--- config.mk ---
export PLATFORM = sky130hd
export DESIGN_NAME = ntt_core_bfly_seq
export DESIGN_NICKNAME = d
export VERILOG_FILES = /design/src/rtl/ntt_core_bfly_seq.sv
export SDC_FILE = /design/constraint.sdc
export NUM_CORES = 1
export LEC_CHECK = 0
export ABC_AREA = 1
export CAP_MARGIN = 20
export CORE_ASPECT_RATIO = 0.8
export CORE_UTILIZATION = 40
export DETAILED_ROUTE_END_ITERATION = 12
export PLACE_DENSITY = 0.71
export SYNTH_ARGS = -nofsm -noshare
export SYNTH_HDL_FRONTEND = slang
export SYNTH_SLANG_ARGS = --single-unit
--- constraint.sdc ---
create_clock -name clk -period 2.23 [get_ports clk]
set_clock_uncertainty 0.2 [all_clocks]
set_input_delay 0.446 -clock clk [delete_from_list [all_inputs] [get_ports clk]]
set_output_delay 0.446 -clock clk [all_outputs]
set_load 0.005 [all_outputs]
--- src/rtl/ntt_core_bfly_seq.sv ---
// ntt_core_bfly_seq: sequences stage/group butterfly control words for an N-point NTT
module ntt_core_bfly_seq #(
  parameter int PSI        = 4,
  parameter int N          = 1024,
  parameter int PIPE_DRAIN = 8
) (
  input  logic                                                         clk,
  input  logic                                                         a_rst,
  input  logic                                                         cmd_vld,
  input  logic                                                         cmd_fwd,
  output logic                                                         cmd_rdy,
  output logic                                                         bfly_vld,
  input  logic                                                         bfly_rdy,
  output logic [(($clog2($clog2(N)) > 1) ? $clog2($clog2(N)) : 1)-1:0] bfly_stg,
  output logic [(($clog2(N/(2*PSI)) > 1) ? $clog2(N/(2*PSI)) : 1)-1:0] bfly_grp,
  output logic [(($clog2(N) > 2) ? $clog2(N)-1 : 1)-1:0]               bfly_tw,
  output logic                                                         bfly_fwd,
  output logic                                                         bfly_sos,
  output logic                                                         bfly_eos,
  output logic                                                         bfly_eop,
  output logic                                                         busy,
  output logic                                                         done
);
  localparam int STG_NB = $clog2(N);
  localparam int GRP_NB = N / (2 * PSI);
  localparam int STG_W  = ($clog2(STG_NB) > 1) ? $clog2(STG_NB) : 1;
  localparam int GRP_W  = ($clog2(GRP_NB) > 1) ? $clog2(GRP_NB) : 1;
  localparam int TW_W   = (STG_NB > 2) ? STG_NB - 1 : 1;
  localparam logic [7:0] DRN_INIT = 8'((PIPE_DRAIN > 0) ? PIPE_DRAIN - 1 : 0);
  typedef enum logic [2:0] {IDLE, RUN, GAP, DRAIN, DONE} state_t;
  state_t           state_q, state_d;
  logic [STG_W-1:0] stg_q, stg_d;
  logic [GRP_W-1:0] grp_q, grp_d;
  logic             fwd_q, fwd_d;
  logic [7:0]       drn_q, drn_d;
  logic             eos, last_stg, eop;
  assign eos      = grp_q == GRP_W'(GRP_NB - 1);
  assign last_stg = fwd_q ? (stg_q == STG_W'(STG_NB - 1)) : (stg_q == '0);
  assign eop      = eos && last_stg;
  assign cmd_rdy  = state_q == IDLE;
  assign bfly_vld = state_q == RUN;
  assign busy     = state_q != IDLE;
  assign done     = state_q == DONE;
  assign bfly_stg = stg_q;
  assign bfly_grp = grp_q;
  assign bfly_fwd = fwd_q;
  assign bfly_sos = grp_q == '0;
  assign bfly_eos = eos;
  assign bfly_eop = eop;
  assign bfly_tw  = TW_W'((32'(grp_q) * PSI) >> (STG_NB - 1 - 32'(stg_q)));
  // next-state: command latch, group/stage stepping on transfers, inter-stage and final drain timing
  always_comb begin
    state_d = state_q;
    stg_d   = stg_q;
    grp_d   = grp_q;
    fwd_d   = fwd_q;
    drn_d   = drn_q;
    case (state_q)
      IDLE: if (cmd_vld) begin
        fwd_d   = cmd_fwd;
        grp_d   = '0;
        stg_d   = cmd_fwd ? '0 : STG_W'(STG_NB - 1);
        state_d = RUN;
      end
      RUN: if (bfly_rdy) begin
        grp_d = eos ? '0 : grp_q + 1'b1;
        if (eos && !eop) stg_d = fwd_q ? stg_q + 1'b1 : stg_q - 1'b1;
        if (eos) begin
          drn_d   = DRN_INIT;
          state_d = eop ? ((PIPE_DRAIN == 0) ? DONE : DRAIN) : ((PIPE_DRAIN == 0) ? RUN : GAP);
        end
      end
      GAP: begin
        state_d = (drn_q == '0) ? RUN : GAP;
        drn_d   = (drn_q == '0) ? drn_q : drn_q - 1'b1;
      end
      DRAIN: begin
        state_d = (drn_q == '0) ? DONE : DRAIN;
        drn_d   = (drn_q == '0) ? drn_q : drn_q - 1'b1;
      end
      DONE: state_d = IDLE;
      default: state_d = IDLE;
    endcase
  end
  // state and counter registers, cleared asynchronously
  always_ff @(posedge clk or posedge a_rst) begin
    if (a_rst) begin
      state_q <= IDLE;
      stg_q   <= '0;
      grp_q   <= '0;
      fwd_q   <= 1'b0;
      drn_q   <= '0;
    end else begin
      state_q <= state_d;
      stg_q   <= stg_d;
      grp_q   <= grp_d;
      fwd_q   <= fwd_d;
      drn_q   <= drn_d;
    end
  end
endmodule

==> metrics.yaml, run 1 <==
fillCellCount: 362
synth_ff_type: "dfrtp_1"
numCtsBuffers: 3
p_leak_nw: 1.39
worstSetupEndpointType: "output pin"
final_core_util_pct: 65.2
start_util_pct: 43.2
synth_top_area_cell: "dfrtp_1"
clock_latency_ns: 0.27
htreeDepth: 1
dp.final_hpwl_um: 3480
seqCellArea_um2: 583
gp_congestion: 0.935
clock-sinks: 23
final_area_um2: 2810
ys_ff_latch: 23
cts_tree: "yes"
io_buffers: 32
drt_wl_total_um: 5460
nets: 358
powerDensity_nw_per_um2: 1340
dieArea_um2: 4930
timing.setup.tns_ns: -1.67
maxSlewHeadroom_pct: 77.1
maxCapViolCount: 0
rr_startpoint: "bfly_grp[0]$_DFFE_PP0P_"
ys_top_cells_by_count: "nand2_1 (65), nand3_1 (38), nor2_1 (37), inv_1 (31), dfrtp_1 (23)"
pre_cts_ws_ns: -0.295
drt_iter0_markers: 118
whs_path_depth: 2
synth_fp_nets: 289
placed_area_um2: 2430
fmax_mhz: 396
antenna_found_initial: 0
rows: 21
area_growth_pct: 50.9
rsz0062_at_grt: "true"
cp.required_ns: 1.58
crit_slowest_cell: "dfrtp_1"
fin_crit_ns: 2.52
grt_max_degree: 24
p_total_mw: 3.77
synthDistinctLibCells: 26
netlist.area_leader.share_pct: 30.9
hold_buffers: 0
drc_errors: 0
violations: "negative setup slack"
rrSetupSlack_ns: 0.13
dr.pass1.iters: 4
synthArstFlopShare_pct: 100
cp_cell_sequence: "buf_6 > o21ai_4 > buf_12 > nand3_1 > nand3_2 > nand2_1 > a21oi_1 > buf_2"
critPathBufInv: 3
path_class: "reg -> out"
r2r_cells: 12
worst_pin_slew_ns: 0.344
yosys-top-cells-area: "dfrtp_1 (31%), nand2_1 (13%), nand3_1 (10%)"
min_from: "drn_q[0]$_DFFE_PP0P_"
die_h_um: 63.0
yosysWarnings: 0
ir_drop_mv: 0.703
crit_path_start_kind: "flop"
avgViaCountPerCell: 5.13
cp_max_fo: 8
cts-root-buf: "clkbuf_8"
syn_avg_cell_area_um2: 6.77
grt_pass1_wl_um: 8510
setup_viol: 9
hp-class: "reg -> reg"
crit_family: "buffers and inverters"
layout-drive-gt1-share_pct: 37.6
vias: 2051
first_global_vias: 1860
ioPinCount: 33
cts_buffer_depth: 2
synth_edf_count: 0
whs_endpoint: "drn_q[0]$_DFFE_PP0P_"
finalCritPeriodShare_pct: 113
globalRoute.totalOverflow: 0
hold_viol: 0
num_antenna_cells: 0
status: "finished, violations left"
r2r_end: "drn_q[3]$_DFFE_PP0P_"
drv_slew: 0
clkTransAtPathRegs_ns: 0.09
slowest_delay_ns: 0.43
critPathArrivalTime_ns: 1.88
routedWlPerCell_um: 13.6
die_w_um: 78.3
core-area_um2: 4310
synth.most_common_cell: "nand2_1"
syn-cell-area_um2: 1860
synth-seq-area-share_pct: 30.9
netlist_instances: 275
multi_input_area_um2: 1360
track_usage_pct: 21.7
antenna_left: 0
layout_setup_ws_ns: -0.292
## layer usage
metal  routed length [µm]  part of all wire, %  vias to the layer above  track usage (%)
li1                     -                    -                     1023                -
met1                 2590                   47                      948             31.1
met2                 2480                   46                       76             34.4
met3                  331                  6.1                        4             3.65
met4                   51                 0.93                        0             4.17
met5                    0                    0                        -                0
## what timing repair did
| item | in CTS | in global routing |
|---|---|---|
| cloned | 1 | 0 |
| endpoints found under the hold margin | 0 | 0 |
| pin swaps | 21 | 22 |
| resized for setup | 71 | 42 |
| endpoints found under the setup margin | 12 | 15 |
| setup buffers | 8 | 5 |
## area by class of cell
| class | instances | area share [%] |
|---|---|---|
| multi-input cells | 210 | 48.3 |
| inverters | 36 | 5.08 |
| well taps | 57 | 2.54 |
| clock buffers | 3 | 1.47 |
| repair buffers | 70 | 21.7 |
| clock inverters | 1 | 0.178 |
| flip-flops and latches | 23 | 20.7 |
## cell usage in the layout (no fill, tap or decap), types with 5 or more instances in the layout
cell / netlist / layout
nand2_1: 65 / 59
nor2_1: 37 / 32
buf_4: 2 / 31
inv_1: 31 / 28
nand3_2: 2 / 18
clkdlybuf4s50_1: 0 / 18
nand3_1: 38 / 17
dfrtp_1: 23 / 17
nand2_2: 8 / 13
o21ai_0: 11 / 10
buf_2: 3 / 10
o21ai_2: 7 / 6
xor2_1: 6 / 6
dfrtp_2: 0 / 6
nand3_4: 0 / 5
nor2_4: 3 / 5
nor2_2: 2 / 5
a21oi_1: 8 / 5
ha_1: 8 / 5
## worst min-delay path, cell delays in order (launching register included)
cell and delay, ns:
dfrtp_1 0.36, nand2_2 0.06, o21ai_2 0.04
## cell families (layout without fill, tap and decap cells)
family	Yosys count	after routing	synth area share, %
AND/OR/NAND/NOR	165	165	40.7
adder cells (fa/ha/maj)	9	9	6.45
flip-flops	23	23	30.9
XOR/XNOR	7	7	3.29
buffers and inverters	42	110	9.47
AO/OA/AOI/OAI	29	29	9.21
## where the power goes
part	leakage, nW	total (mW)	internal [mW]	switching, mW
Clock	0.0255	0.273	0.125	0.148
Combinational	1.07	2.75	1.25	1.50
Sequential	0.294	0.755	0.556	0.199
## state kept, by name (all words and copies together) (netlist names)
| register | count |
|---|---|
| bfly_grp | 7 |
| state_q | 3 |
| bfly_fwd | 1 |
| bfly_stg | 4 |
| drn_q | 8 |
## how the worst max path moves through the flow
stage	from	end	slack, ns	cells after the start
after floorplan	bfly_stg[1]$_DFFE_PP0P_	bfly_tw[8]	0.03	9
after global placement	bfly_stg[1]$_DFFE_PP0P_	bfly_tw[8]	-0.24	9
after detailed placement	bfly_stg[1]$_DFFE_PP0P_	bfly_tw[8]	-0.30	9
after CTS	bfly_stg[1]$_DFFE_PP0P_	bfly_tw[3]	-0.16	10
after global routing	bfly_stg[1]$_DFFE_PP0P_	bfly_tw[4]	-0.32	8
final	bfly_stg[1]$_DFFE_PP0P_	bfly_tw[4]	-0.29	8
## per-stage QoR
stage          hold slack (ns)  instances
4_1_cts                  0.302        396
3_5_place_dp             0.283        384
2_1_floorplan            0.248        275
6_report                 0.292        400
3_3_place_gp             0.268        384
5_1_grt                  0.326        400
No activity file was read; power rests on OpenSTA's default activity.
==> run 2, diff against run 1 <==
--- a/config.mk
+++ b/config.mk
@@ -8,9 +8,9 @@
 export ABC_AREA = 1
 export CAP_MARGIN = 20
 export CORE_ASPECT_RATIO = 0.8
-export CORE_UTILIZATION = 40
+export CORE_UTILIZATION = 48
 export DETAILED_ROUTE_END_ITERATION = 12
-export PLACE_DENSITY = 0.71
+export PLACE_DENSITY = 0.82
 export SYNTH_ARGS = -nofsm -noshare
 export SYNTH_HDL_FRONTEND = slang
 export SYNTH_SLANG_ARGS = --single-unit
==> run 2 against run 1 <==
  * The run still ends with negative setup slack left
  * Critical path depth rose by 2
  * Maximum frequency decreased by 0.18%
  * Combinational power rose by 4%
  * Final cell count down 3.8%
  * Global-route usage increased by 5.9 points
  * Die area fell by 16%
  * Design area is 0.36% lower
  * Clock power is 2% lower
  * Routed wire length rose by 24%
  * Highest routed layer unchanged
==> metrics.yaml, run 2 (same netlist as run 1, synthesis figures left out) <==
drc_errors: 0  # unchanged
rsz0062_at_grt: "true"
worst_pin_slew_ns: 0.364  # +0.0209 ns
routedWlPerCell_um: 17.6  # +29%
hold_viol: 0  # unchanged
cp_cell_sequence: "buf_6 > o21ai_4 > buf_12 > nand3_4 > nand2_2 > nand2_2 > nand2_1 > nand3_1 > nor2_1 > buf_2"
first_global_vias: 1886  # +1.4%
fillCellCount: 230  # -36%
layout.cells.non_filler: 385  # -3.8%
violations: "negative setup slack"
clock_latency_ns: 0.27  # about the same
placed_area_um2: 2420  # -0.46%
start_util_pct: 52.2  # +9.0 points
dieArea_um2: 4130  # -16%
clock-sinks: 23  # unchanged
setup_viol: 9  # unchanged
rr_startpoint: "bfly_stg[0]$_DFFE_PP0P_"
crit_slowest_cell: "dfrtp_1"
antenna_left: 0  # unchanged
dp.cells: 370  # -3.6%
cp_common_cell: "nand2_2"
path_class: "reg -> out"
track_usage_pct: 27.7  # +5.9 points
io_buffers: 32  # unchanged
final_area_um2: 2800  # -0.36%
num_antenna_cells: 0  # unchanged
cts_buffer_depth: 2  # unchanged
finalCritPeriodShare_pct: 113  # +0.21 points
drv_slew: 0  # unchanged
ioPinCount: 33  # unchanged
die_h_um: 57.7  # -8.4%
cp.required_ns: 1.58  # about the same
layout-drive-gt1-share_pct: 37.0  # -0.58 points
rrSetupSlack_ns: 0.12  # about the same
layout_setup_ws_ns: -0.297  # -0.00465 ns
cts-root-buf: "clkbuf_8"
hold_slack_ns: 0.316  # +0.0239 ns
crit_family: "buffers and inverters"
nets: 358  # unchanged
gp_congestion: 0.974  # +4.2%
rows: 19  # -9.5%
vias: 2258  # +10%
dr.pass1.iters: 7  # +3
r2r_end: "bfly_stg[2]$_DFFE_PP0P_"
ir_drop_mv: 0.840  # +20%
maxSlewHeadroom_pct: 75.5  # -1.6 points
r2r_cells: 7  # -5
critPathBufInv: 3  # unchanged
largest_reg_flops: 8  # unchanged
drt_wl_total_um: 6770  # +24%
antenna_found_initial: 0  # unchanged
worstSetupEndpointType: "output pin"
numCtsBuffers: 3  # unchanged
fmax_mhz: 396  # -0.18%
mostFrequentLayoutCells: "nand2_1 (59), buf_4 (30), nor2_1 (29)"
status: "finished, violations left"
hold_buffers: 0  # unchanged
top_register: "drn_q"
worstSetupPathDepth: 10  # +2
layout_commonest_cell: "nand2_1"
dp.final_hpwl_um: 3520  # +1.1%
critPathArrivalTime_ns: 1.88  # about the same
p_leak_nw: 1.38  # -0.56%
cts_tree: "yes"
multi_input_area_um2: 1350  # -0.37%
timing.setup.tns_ns: -1.90  # -0.229 ns
drt_iter0_markers: 139  # +18%
powerDensity_nw_per_um2: 1400  # +4.5%
maxCapViolCount: 0  # unchanged
area_growth_pct: 50.4
globalRoute.totalOverflow: 0  # unchanged
clkTransAtPathRegs_ns: 0.09  # about the same
die_w_um: 71.6  # -8.5%
grt_max_degree: 24  # unchanged
grt_pass1_wl_um: 8920  # +4.9%
htreeDepth: 1  # unchanged
slowest_delay_ns: 0.43  # about the same
avgViaCountPerCell: 5.86  # +14%
core-area_um2: 3570  # -17%
fin_crit_ns: 2.53  # +0.00465 ns
p_total_mw: 3.93  # +4.1%
crit_path_start_kind: "flop"
cp_max_fo: 8  # unchanged
seqCellArea_um2: 584  # +0.21%
hp-class: "in -> async"
==> run 2: cell types whose count changed in the layout (fill, tap and decap cells not counted), moves of 2 or more <==
| cell | change |
|---|---|
| nor2_2 | +3 |
| a21oi_1 | +2 |
| a21oi_2 | -2 |
| nand3_1 | +5 |
| nand3_4 | +2 |
| nor2_1 | -3 |
| inv_1 | -2 |
| nand3_2 | -7 |
==> run 2: per-stage QoR <==
step / util (%) / setup slack [ns]
floorplan: - / 0.0294
global placement: 67.9 / -0.234
detailed placement: 67.9 / -0.270
CTS: 73.2 / -0.182
global route: 78.5 / -0.377
finish: 78.5 / -0.297
==> run 2: how the worst max path moves through the flow <==
stage / start / endpoint / slack [ns]
2_1_floorplan: bfly_stg[1]$_DFFE_PP0P_ / bfly_tw[8] / 0.03
5_1_grt: bfly_stg[1]$_DFFE_PP0P_ / bfly_tw[3] / -0.38
4_1_cts: bfly_stg[1]$_DFFE_PP0P_ / bfly_tw[5] / -0.18
6_report: bfly_stg[1]$_DFFE_PP0P_ / bfly_tw[3] / -0.30
3_5_place_dp: bfly_stg[1]$_DFFE_PP0P_ / bfly_tw[8] / -0.27
3_3_place_gp: bfly_stg[1]$_DFFE_PP0P_ / bfly_tw[8] / -0.23
==> run 2: report_power, final <==
part | leakage [nW] | switching (mW) | total [mW] | internal (mW)
Clock | 0.0228 | 0.140 | 0.268 | 0.128
Sequential | 0.292 | 0.231 | 0.786 | 0.555
Combinational | 1.07 | 1.62 | 2.87 | 1.26
==> run 2: cell type report <==
class	instances	area share, %
multi-input cells	210	48.3
repair buffers	70	22.2
flip-flops and latches	23	20.9
inverters	36	5.18
well taps	42	1.88
clock buffers	4	1.61
==> run 2: timing repair <==
item / CTS / global route
cloned: 1 / 0
endpoints found under the setup margin: 12 / 14
pin swaps: 12 / 17
endpoints found under the hold margin: 0 / 0
buffers inserted: 7 / 4
gates resized for setup: 64 / 50
==> run 2: worst min-delay path, stage by stage <==
cell and delay [ns]:
clkdlybuf4s50_1 0.39, inv_1 0.05, buf_4 0.29
==> run 2: layer usage <==
layer | global-route usage [%] | routed length [µm] | part of all wire (%) | up-vias
li1 | - | - | - | 1015
met1 | 37.7 | 2700 | 40 | 1052
met2 | 47.7 | 3150 | 46 | 146
met3 | 4.35 | 559 | 8.3 | 45
met4 | 4.48 | 367 | 5.4 | 0
met5 | 0 | 0 | 0 | -
==> run 3, diff against run 2 <==
--- a/config.mk
+++ b/config.mk
@@ -10,6 +10,7 @@
 export CORE_ASPECT_RATIO = 0.8
 export CORE_UTILIZATION = 48
 export DETAILED_ROUTE_END_ITERATION = 12
+export HOLD_SLACK_MARGIN = 0.02
 export PLACE_DENSITY = 0.82
 export SYNTH_ARGS = -nofsm -noshare
 export SYNTH_HDL_FRONTEND = slang
==> results of run 3 <==
Same layout as run 2: the final DEF is identical, and so are final timing and power.
